[config.mk]
export PLATFORM = sky130hd
export DESIGN_NAME = fib_sched
export DESIGN_NICKNAME = d
export VERILOG_FILES = /design/src/rtl/fib_sched.sv
export SDC_FILE = /design/constraint.sdc
export NUM_CORES = 1
export LEC_CHECK = 0
export BUFFER_PORTS_ARGS = -buffer_cell sky130_fd_sc_hd__buf_4
export CAP_MARGIN = 20
export CORE_MARGIN = 2
export CORE_UTILIZATION = 27
export CTS_BUF_LIST = sky130_fd_sc_hd__clkbuf_2
export DETAILED_ROUTE_END_ITERATION = 6
export PLACE_DENSITY = 0.58
export SETUP_SLACK_MARGIN = 0.5
export SLEW_MARGIN = 30
export SYNTH_ARGS = -nofsm -noshare
export SYNTH_HDL_FRONTEND = slang
export SYNTH_SLANG_ARGS = --single-unit
[constraint.sdc]
create_clock -name clk -period 3.42 [get_ports clk]
set_input_delay 0.171 -clock clk [delete_from_list [all_inputs] [get_ports clk]]
set_output_delay 0.171 -clock clk [all_outputs]
set_load 0.03 [all_outputs]
[src/rtl/fib_sched.sv]
// fib_sched: round-robin scheduler sharing one external fib engine among NREQ requesters.
// Optional WAIT watchdog: define FIB_SCHED_TIMEOUT_EN (limit TMO_CYCLES).
module fib_sched #(
    parameter int NREQ       = 4,
    parameter int IW         = 5,
    parameter int FW         = 20,
    parameter int TMO_CYCLES = 64
) (
    input  logic                 clk,
    input  logic                 reset_n,
    input  logic [NREQ-1:0]      req,
    input  logic [NREQ*IW-1:0]   req_i,
    output logic [NREQ-1:0]      gnt,
    output logic [NREQ-1:0]      resp_tick,
    output logic [FW-1:0]        result,
    output logic                 err,
    output logic                 busy,
    output logic                 fib_start,
    output logic [IW-1:0]        fib_i,
    input  logic                 fib_ready,
    input  logic                 fib_done_tick,
    input  logic [FW-1:0]        fib_f
);

    localparam int PW = (NREQ > 1) ? $clog2(NREQ) : 1;

    // Reject parameter sets the arbiter and watchdog are not built for.
    if (NREQ < 2 || NREQ > 8 || IW < 1 || FW < 1 || TMO_CYCLES < 1) begin : g_bad_cfg
        $error("fib_sched: illegal parameter set");
    end

    typedef enum logic [1:0] {
        IDLE  = 2'd0,
        START = 2'd1,
        WAIT  = 2'd2,
        DONE  = 2'd3
    } state_t;

    state_t          state;
    logic [PW-1:0]   ptr;
    logic [PW-1:0]   owner;
    logic [PW-1:0]   win;
    logic [PW:0]     pos;
    logic            found;
    logic [IW-1:0]   idx_reg;
    logic [IW-1:0]   sel_i;
    logic [FW-1:0]   result_reg;
    logic [NREQ-1:0] win_oh;
    logic [NREQ-1:0] owner_oh;
    logic [PW-1:0]   ptr_nxt;

`ifdef FIB_SCHED_TIMEOUT_EN
    logic [15:0]     tmo_cnt;
    logic            err_reg;
    assign err = err_reg;
`else
    assign err = 1'b0;
`endif

    assign fib_i    = idx_reg;
    assign result   = result_reg;
    assign win_oh   = NREQ'(1) << win;
    assign owner_oh = NREQ'(1) << owner;
    assign ptr_nxt  = (owner == PW'(NREQ - 1)) ? '0 : owner + PW'(1);

    // Round-robin search: first active request starting at ptr, wrapping.
    always_comb begin
        win   = '0;
        found = 1'b0;
        pos   = '0;
        for (int off = 0; off < NREQ; off++) begin
            pos = {1'b0, ptr} + (PW+1)'(off);
            if (pos >= (PW+1)'(NREQ)) pos = pos - (PW+1)'(NREQ);
            if (!found && req[pos[PW-1:0]]) begin
                found = 1'b1;
                win   = pos[PW-1:0];
            end
        end
    end

    // Index slice of the current arbitration winner.
    always_comb begin
        sel_i = '0;
        for (int k = 0; k < NREQ; k++) begin
            if (win == PW'(k)) sel_i = req_i[k*IW +: IW];
        end
    end

    // Scheduler FSM; every output is a register loaded on the state transition.
    always_ff @(posedge clk or negedge reset_n) begin
        if (!reset_n) begin
            state      <= IDLE;
            ptr        <= '0;
            owner      <= '0;
            idx_reg    <= '0;
            result_reg <= '0;
            gnt        <= '0;
            resp_tick  <= '0;
            busy       <= 1'b0;
            fib_start  <= 1'b0;
`ifdef FIB_SCHED_TIMEOUT_EN
            tmo_cnt    <= '0;
            err_reg    <= 1'b0;
`endif
        end else begin
            gnt       <= '0;
            resp_tick <= '0;
            fib_start <= 1'b0;
            unique case (state)
                IDLE: begin
                    if (found && fib_ready) begin
                        owner     <= win;
                        idx_reg   <= sel_i;
                        gnt       <= win_oh;
                        fib_start <= 1'b1;
                        busy      <= 1'b1;
                        state     <= START;
                    end
                end
                START: begin
`ifdef FIB_SCHED_TIMEOUT_EN
                    tmo_cnt <= '0;
`endif
                    state <= WAIT;
                end
                WAIT: begin
                    if (fib_done_tick) begin
                        result_reg <= fib_f;
                        resp_tick  <= owner_oh;
                        state      <= DONE;
`ifdef FIB_SCHED_TIMEOUT_EN
                        err_reg    <= 1'b0;
                    end else if (tmo_cnt == 16'(TMO_CYCLES - 1)) begin
                        result_reg <= '0;
                        err_reg    <= 1'b1;
                        resp_tick  <= owner_oh;
                        state      <= DONE;
                    end else begin
                        tmo_cnt <= tmo_cnt + 16'd1;
`endif
                    end
                end
                DONE: begin
                    ptr   <= ptr_nxt;
                    busy  <= 1'b0;
                    state <= IDLE;
`ifdef FIB_SCHED_TIMEOUT_EN
                    err_reg <= 1'b0;
`endif
                end
                default: state <= IDLE;
            endcase
        end
    end

endmodule

## Yosys cells after proc, flatten, opt, wreduce, memory -nomap -nowiden

Cells that the tools add are included.
Widths: inputs -> output; s select.

- Register bits after elaboration: 41
- Bits in latches: 0
- RAM bits: 0
- Bits in read-only memories: 0
- Input port bits: 48
- Output and inout port bits: 36
- Word-level logic and storage cells: 86
- Memories kept: 0

- $add $sub $neg: 8
- Multipliers: 0
- Divide/modulo/power cells: 0
- Order comparisons: 8
- Equality and inequality tests: 9
- Shift-type cells: 2
- Multiplexer cells: 36
- Bitwise gates (word level): 0
- Reductions and logical operators: 14

Operators with widths:

| kind | count |
|---|---|
| $mux 2 | 11 |
| $mux 5 | 4 |
| $mux 4 | 4 |
| $lt 2x3->1 const B | 4 |
| $mux 1 | 11 |
| $eq 2x2->1 const B | 5 |
| $ge 3x3->1 const B | 3 |
| $bmux 1 s2 | 4 |
| $pmux 2 s4 | 1 |
| $reduce_and 2->1 | 4 |
| $shl 1x2->4 const A | 2 |
| $sub 2x1->2 const B | 4 |
| $add 2x2->3 const B | 2 |
| $eq 2x1->1 const B | 2 |
| $logic_and 1x1->1 | 4 |
| $logic_not 2->1 | 2 |
| $ne 2x2->1 const B | 2 |
| $add 2x1->3 const B | 1 |
| $ge 2x3->1 const B | 1 |
| $logic_not 1->1 | 3 |
| $add 2x1->2 const B | 1 |
| $pmux 1 s2 | 1 |
| $reduce_bool 2->1 | 1 |

## Logic depth before layout (Yosys ltp)

Gate-level depths: netlist of run 1.

- Depth after elaboration: 19
- Gate-level depth with buffers: 9

## Least setup slack after synthesis of run 1

OpenSTA, ideal clock, no wires.

- Path type: reg-to-reg
- Start point: register state[0]
- End point: register idx_reg[0], in the netlist fib_i[0]
- Arrival time: 1.499 ns
- Data required time: 3.282 ns
- Slack: 1.783 ns
- Stages on the path, launching flop included: 10
- Path buffers: 1
- Cells stage by stage: dfrtp_1 inv_1 ha_1 inv_1 or2_1 buf_4 inv_2 nand4_4 a221oi_1 a211oi_1

- Longest elaborated chain between the ends: 2

Ends and longest elaborated chain:

| element | line | text |
|---|---|---|
| start, declared | 39 | `state_t state;` |
| start signal, assigned | 92 | `state <= IDLE;` |
| start signal, assigned | 117 | `state <= START;` |
| start signal, assigned | 124 | `state <= WAIT;` |
| $logic_not 2->1 | 109 | `unique case (state)` |
| $reduce_and 2->1 (no line) | n/a |  |
| end signal, assigned | 113 | `idx_reg <= sel_i;` |
| end, declared | 45 | `logic [IW-1:0] idx_reg;` |

Every way passes these cells.
A chain may end at the register's enable or synchronous reset.

## Worst setup path in the final report of run 1

- Start point: register state[0]
- End point: register result_reg[12], in the netlist result[12]

- Longest elaborated chain between the ends: 2

Ends and longest elaborated chain:

| element | line | text |
|---|---|---|
| $eq 2x2->1 | 109 |  |
| $reduce_and 2->1 (no line) | n/a |  |
| end signal, assigned | 128 | `result_reg <= fib_f;` |
| end, declared | 47 | `logic [FW-1:0] result_reg;` |

Every way passes these cells.

==> results.txt, run 1 <==
- The most common cell in the synthesized netlist is dfrtp_1.
- Remaining max-slew budget at the tightest pin: 0.417
- Walking the worst path, the cells encountered are inv_1, ha_1, nand2_1, mux2_2.
- Across every metal layer, demand over resource in global routing totals 0.115.
* Synth cell count leaders: dfrtp_1 (41), mux2_2 (20), inv_1 (10)
- Of the total synthesized cell area, the portion taken by full adders, half adders and majority gates is 0.0533.
- For this run, the detailed router's first-pass iteration total came to 4.
* Max reg flops: 20
* Max Fanout on Critical Path: 20
- At the pin with the least slew margin, the transition time is approximately 870 ps.
- Number of antenna repair diodes: 0
* Max Root-Sink Buffers: 2
- RSZ-0062 raised after global routing: no
* Total Negative Setup Slacks: 0 ps
- The number of max-slew violations in the final report was 0.
- The floorplan step set the die width to 87.4 microns.
- Global-route wire length before repair: 6760 microns
- Standard cell core area: 6760 sq um
- Summed over all layers, the routed wires come to 4300 microns.
- Measured along the y axis, the die boundary spans 87.4 microns.
* Post-Syn Instances: 153
- In this run the worst hold path is classified as in -> reg.
* Distinct cell type count of the synthesized netlist: 31
- Layout Skew: 25.1 ps
- Post-synthesis share of cell area spent on xor and xnor gates: 0
- Final HPWL DP: roughly 3000 microns
* CP bufs+invs: 1
- For this run, design rule violations remaining after detail routing come to 0.
* Fraction of final layout cells sized beyond drive strength 1: 0.452
- The H-tree was split into 2 levels.
- The number of antenna violations at the first check in global routing is 0.
- Each instance of the synthesized netlist takes up on average about 12 sq um.
- The mapped netlist covers 1880 sq um.
- Crit. End Element: flip-flop
- Worst-path clk slew: approximately 210 ps
- Sequential cell area fraction in the yosys report: 0.547
* Dominant combinational cell family by area after synthesis: multiplexers
- Maximum single-stage delay on the critical path: between 600 and 700 ps
* Clock sinks: 41
- Endpoints failing hold: 0
- For this configuration, the core starts out at a cell density of 0.278.
* Number of vias per cell after detailed routing: 4.42
* Top post-synthesis cells by area: dfrtp_1 (55%), mux2_2 (12%), ha_1 (5.3%)
- Max Clk Rate: 520 MHz
- Setup violations remaining at the end of the flow were counted as 0.
- TritonCTS built the clock tree.
- For this block, the initial DRC count from the detailed router was 20.
- Complex-gate fraction of the synthesized area: 0.0940
- The floorplan has 30 rows.
* Area enclosed by the die boundary: 7630 sq um
* Run status: completed
* Share of cell area taken by muxes after synthesis: 0.147
- Leakage power: 1.42 nW
- The share of synthesized area in the top cell type comes to 0.547.
* Worst-skew pair later-pin latency: 390 ps
* Post-synth ARST share: 1.00
- I/O pin count: 84
* Post-synthesis net count: 209
- Placer's final routability congestion estimate: about 0.81
* Classification of the worst setup path: reg -> reg
- VDD sags by at most around 0.24 mV.
- In this run, CTS created clock tree buffers numbering 5.
- Across the run, the number of max-cap violations was 0.
- CTS placed an instance of clkbuf_2 at the clock tree root.
- Summing over every cut layer, the via total after detailed routing is 1500.
* Cell class contributing the biggest share of worst-path delay: simple AND/OR/NAND/NOR gates
* Remaining Overflow, GRT: 0
* Leading register cell type out of synthesis: dfrtp_1
- For the worst setup path, the data arrival time is 2200 ps.
* Number of nets with antenna violations after routing: 0
- Number of global-route vias before repair: approximately 1.5k
- DP Worst Slack: 1450 ps
- Post-Synth Simple-Gate Area: 0.115
- Layout-stage area growth over the synthesis result: 51.2%
- Wire length per cell: between 10 and 15 microns
* Post-CTS setup buffer count: 0
- For flop-to-flop paths, the worst setup slack is 1500 ps.
- Nature of the critical path startpoint: flip-flop
* Post-synth EDFFs: 0
- Yosys printed 0 warnings.
* Part of the cycle the worst path needs: 0.563
- Ratio of total power to cell area: 802 nW/um^2
- In this run, synthesis produced a sequential element count of 41.
* Standard cell with the maximum stage delay on the critical path: nand2_1
- At the worst endpoint, the required time is between 3000 and 4000 ps.
* Cell taking the most area after synthesis: dfrtp_1
* Largest net degree at the start of global routing: 42
- Worst-case setup margin in the final layout: 1500 ps
- The net count of the finished layout is ~310.
* Post-layout minimum cycle time: 1920 ps
* Number of port buffers: 82
-- cell usage in the layout (no fill, tap or decap), types with 5 or more instances in the layout --
cell type      instances
nand2_1                6
a221oi_1               5
o21ai_0                5
mux2_2                20
a211oi_1               5
ha_1                   8
and3_1                 7
clkbuf_2               6
and2_1                 6
mux2i_1                5
inv_1                 10
buf_4                 82
nor2_1                 8
dlygate4sd3_1         22
dfrtp_1               41
-- timing repair --
| action | 4_1_cts | 5_1_grt |
|---|---|---|
| gates resized for setup | 0 | 0 |
| setup endpoints to repair | 0 | 0 |
| endpoints found under the hold margin | 61 | 1 |
| hold buffers | 21 | 1 |
-- layout make-up --
cell class,instances,area [sq um]
fillers,665,3920
flip-flops and latches,41,1030
repair buffers,104,836
multi-input cells,95,771
well taps,80,100
inverters,11,41.3
clock inverters,2,33.8
clock buffers,6,30.0
-- final timing paths --
kind | from | end | depth (start not counted)
hold reg to reg | result[0] | result[0] | 1
hold / removal | req_i[5] | fib_i[0] | 3
max in group asynchronous | reset_n | result[17] | 2
min in group asynchronous | reset_n | ptr[0] | 2
setup reg to reg | state[0] | result[12] | 4
setup / recovery | state[0] | result[12] | 4
-- routing by layer --
metal	track usage	wire [microns]	up-vias
met5	0	0	-
met1	0.129	1850	712
li1	-	-	739
met4	0.0378	22	0
met3	0.0351	215	2
met2	0.207	2210	47
-- worst register-to-register path: stages (launching register included) --
cell and delay (ps):
dfrtp_1 410, inv_1 80, ha_1 260, nand2_1 660, mux2_2 420
-- power by group --
part	switching (W)	leakage (nW)	total, W	internal, W
combinational	0.000691	0.873	0.00120	0.000509
sequential	0.000110	0.502	0.000798	0.000688
clock	0.000152	0.0406	0.000277	0.000125
total	0.000953	1.42	0.00227	0.00132
-- through the flow --
step | instances | power (W) | area [sq um] | hold WS, ps | utilization
after floorplan | 153 | 0.00158 | 1880 | -125 | -
after global placement | 309 | 0.00199 | 2550 | 195 | 0.378
after detailed placement | 309 | 0.00200 | 2550 | 194 | 0.378
after CTS | 338 | 0.00231 | 2830 | 12.0 | 0.419
after global routing | 339 | 0.00243 | 2840 | 62.5 | 0.420
final | 339 | 0.00227 | 2840 | 89.4 | 0.420
-- cell families after synthesis --
family | count (synthesis)
DFF | 41
buffers and inverters | 17
adders and majority gates | 8
AOI/OAI and AO/OA | 23
other | 1
muxes | 25
and+or+nand+nor | 38
No activity file was read; power rests on OpenSTA's default activity.
==> run 2, diff against run 1 <==
- clock period: 3.42 -> 2 ns (I/O delays scaled with it)
==> run 2 against run 1 <==
Effect of this change:
- cell area grew 8.2%
- utilization grew 3.4 points
- non-clock buffer count rose by 14
- worst hold slack got worse by 73 ps
- critical path depth increased by 1
- worst setup slack worse by 1100 ps
- sequential share of layout area down 2.7 points
- sequential cell count did not move
- wire length rose by 10%
- register-to-register slack got worse by 1100 ps
- clock-buffer cell count shrank 1
- first-iteration DRC count fell by 10%
==> results.txt, run 2 (same netlist as run 1, synthesis figures left out) <==
* Die outline width: 87.4 microns (unchanged)
- Global-route wire length before repair: 7510 microns (+11%)
* DRC violations left: 0 (unchanged)
* Number of vias per cell after detailed routing: 4.49 (+1.5%)
- Signal arrival time at the worst endpoint: 1860 ps (-340 ps)
* Standard cell with the maximum stage delay on the critical path: dfrtp_1
- Worst-case setup margin in the final layout: 439 ps (-1060 ps)
- Clock buffer count from CTS: 5 (unchanged)
- The run finished with clean final reports.
- DR pass1 iterations: 4 (unchanged)
- Number of nets with antenna violations after routing: 0 (unchanged)
- The final wirelength was 4730 microns (+10%).
- The maximum ir drop on the vdd rail was 0.396 mV (+66%).
- Clock sinks: 41 (unchanged)
- Max Root-Sink Buffers: 2 (unchanged)
- Placer's final routability congestion estimate: 0.789 (-2.6%)
- The number of I/O pins came to 84 (unchanged).
- STA classifies the critical path startpoint as a flip-flop.
* Wire length per cell: 13.4 microns (+5.9%)
- Area enclosed by the die boundary: 7630 sq um (unchanged)
- Worst Reg-to-Reg Cells: 5 (+1)
- Crit. End Element: flip-flop
- The number of maximum-capacitance constraint violations came to 0 (unchanged).
- Classification of the worst setup path: reg -> reg
- Leaving out fill and tap cells, the most frequent cell in the layout is buf_4.
- The number of vias after detailed routing is 1581 (+5.4%).
* Part of the cycle the worst path needs: 0.780 (+0.218)
* Launch point of the worst hold path: req_i[10]
* RSZ-0062 raised after global routing: yes
- The register clock-pin slew on the reported worst setup and hold paths was 210 ps (about the same).
* Worst min path class: in -> reg
* R2R Setup Slk: 440 ps (-1060 ps)
* Total routing resource utilization after global routing: 0.127 (+0.0119)
- The starting density of the core came to 0.278 (unchanged).
- TritonCTS built the clock tree.
* Post-layout minimum cycle time: 1560 ps (-363 ps)
- The leftover overflow at the end of global routing came to 0 (unchanged).
- Hold-critical path endpoint: fib_i[0]
* Endpoints failing hold: 0 (unchanged)
- Layout Skew: 19.3 ps (-5.78 ps)
- The count of port buffers added during placement came to 82 (unchanged).
- RR Endpoint: result[9]
- Final HPWL DP: 3210 microns (+6.4%)
- Number of pins with negative max-slew slack in the final report: 0 (unchanged)
- The leakage dissipation was 1.52 nW (+7.3%).
- Clock tree synthesis selected as its root buffer the cell clkbuf_2.
* Total Negative Setup Slacks: 0 ps (unchanged)
- Setup-violating endpoint count in the final report: 0 (unchanged)
* Placement row count: 30 (unchanged)
- The tightest slew margin relative to the limit came to 0.653 (+0.236).
- Least-Margin Pin Slew: 520 ps (-352 ps)
* Series of cell instances along the critical path: buf_4, ha_2, nand2_2, bufbuf_16, mux2_2
- # H-tree levels: 2 (unchanged)
* Worst-skew pair later-pin latency: 390 ps (about the same)
- Smallest hold slack: 16.9 ps (-72.5 ps)
- Max reg flops: 20 (unchanged)
- The top fanout value on the critical path was 10 (-50%).
- Chip Height: 87.4 microns (unchanged)
- Standard cell core area: 6760 sq um (unchanged)
* Largest net degree at the start of global routing: 42 (unchanged)
- The ratio of total power to cell area is 1380 nW/um^2 (+72%).
* DP Worst Slack: 272 ps (-1180 ps)
- Number of global-route vias before repair: 1613 (+5.3%)
- Fraction of final layout cells sized beyond drive strength 1: 0.548 (+0.0961)
* Maximum single-stage delay on the critical path: 450 ps (-210 ps)
- The achievable clock frequency came to 641 MHz (+23%).
- Commonest non-fill, non-tap cells in the layout: buf_4 (92), dfrtp_1 (41), dlygate4sd3_1 (23)
* Startpoint of the worst-slack reg-to-reg timing path: state[1]
* Net count reported at finish: 328 (+4.5%)
- The worst endpoint required time was 2300 ps (-1390 ps).
- Compared with the post-synthesis result, the final layout area differs by 63.5%.
* Worst Hold Path Cells: 3 (unchanged)
- The number of antenna violations at the first check in global routing came to 0 (unchanged).
- The number of DRC violations after detailed-routing iteration 0 came to 18 (-10%).
- Number of antenna repair diodes: 0 (unchanged)
-- run 2: worst max-delay path by stage --
stage / startpoint / endpoint / slack (ps) / depth (start not counted)
6_report: state[1] / result[9] / 440 / 5
5_1_grt: state[0] / fib_i[1] / 370 / 8
4_1_cts: state[1] / fib_i[1] / 440 / 8
3_5_place_dp: state[1] / fib_i[1] / 270 / 8
3_3_place_gp: state[1] / fib_i[0] / 350 / 8
2_1_floorplan: state[0] / result[0] / 430 / 5
-- run 2: what timing repair did --
action                                 in CTS  in global routing
endpoints found under the hold margin      66                  0
setup endpoints to repair                  27                 30
hold buffers                               23                  0
pin swaps                                   4                  3
buffers inserted                            9                  1
cloned                                      1                  0
resized for setup                          13                  4
-- run 2: per-stage QoR --
stage          cells  instance area, sq um  total power (W)  utilization
2_1_floorplan    153                  1930          0.00277            -
3_3_place_gp     311                  2610          0.00349        0.387
3_5_place_dp     311                  2610          0.00353        0.387
4_1_cts          351                  3040          0.00424        0.450
5_1_grt          352                  3070          0.00452        0.454
6_report         352                  3070          0.00424        0.454
-- run 2: power breakdown --
group	internal, W	total [W]	switching [W]	leakage [nW]
registers	0.00118	0.00136	0.000184	0.502
logic	0.00109	0.00240	0.00132	0.978
clock network	0.000203	0.000474	0.000271	0.0388
-- run 2: routing by layer --
layer	part of all wire	vias to the layer above	global-route usage
li1	-	772	-
met1	0.45	751	0.161
met2	0.48	54	0.216
met3	0.055	4	0.0294
met4	0.013	0	0.0378
met5	0	-	0
-- run 2: area by class of cell --
type	count	area, sq um
fill	639	3690
multi-input combinational	95	855
clock buffer	5	25.0
tap	80	100
sequential	41	1030
clock inverter	2	35.0
timing repair buffer	118	985
inverter	11	43.8
-- run 2: critical path, delay by kind of cell (launching register included) --
kind	cells	cell delay, ps
fa+ha+maj	1	200
flops	1	450
buf+inv	2	420
simple gates	1	90
mux	1	330
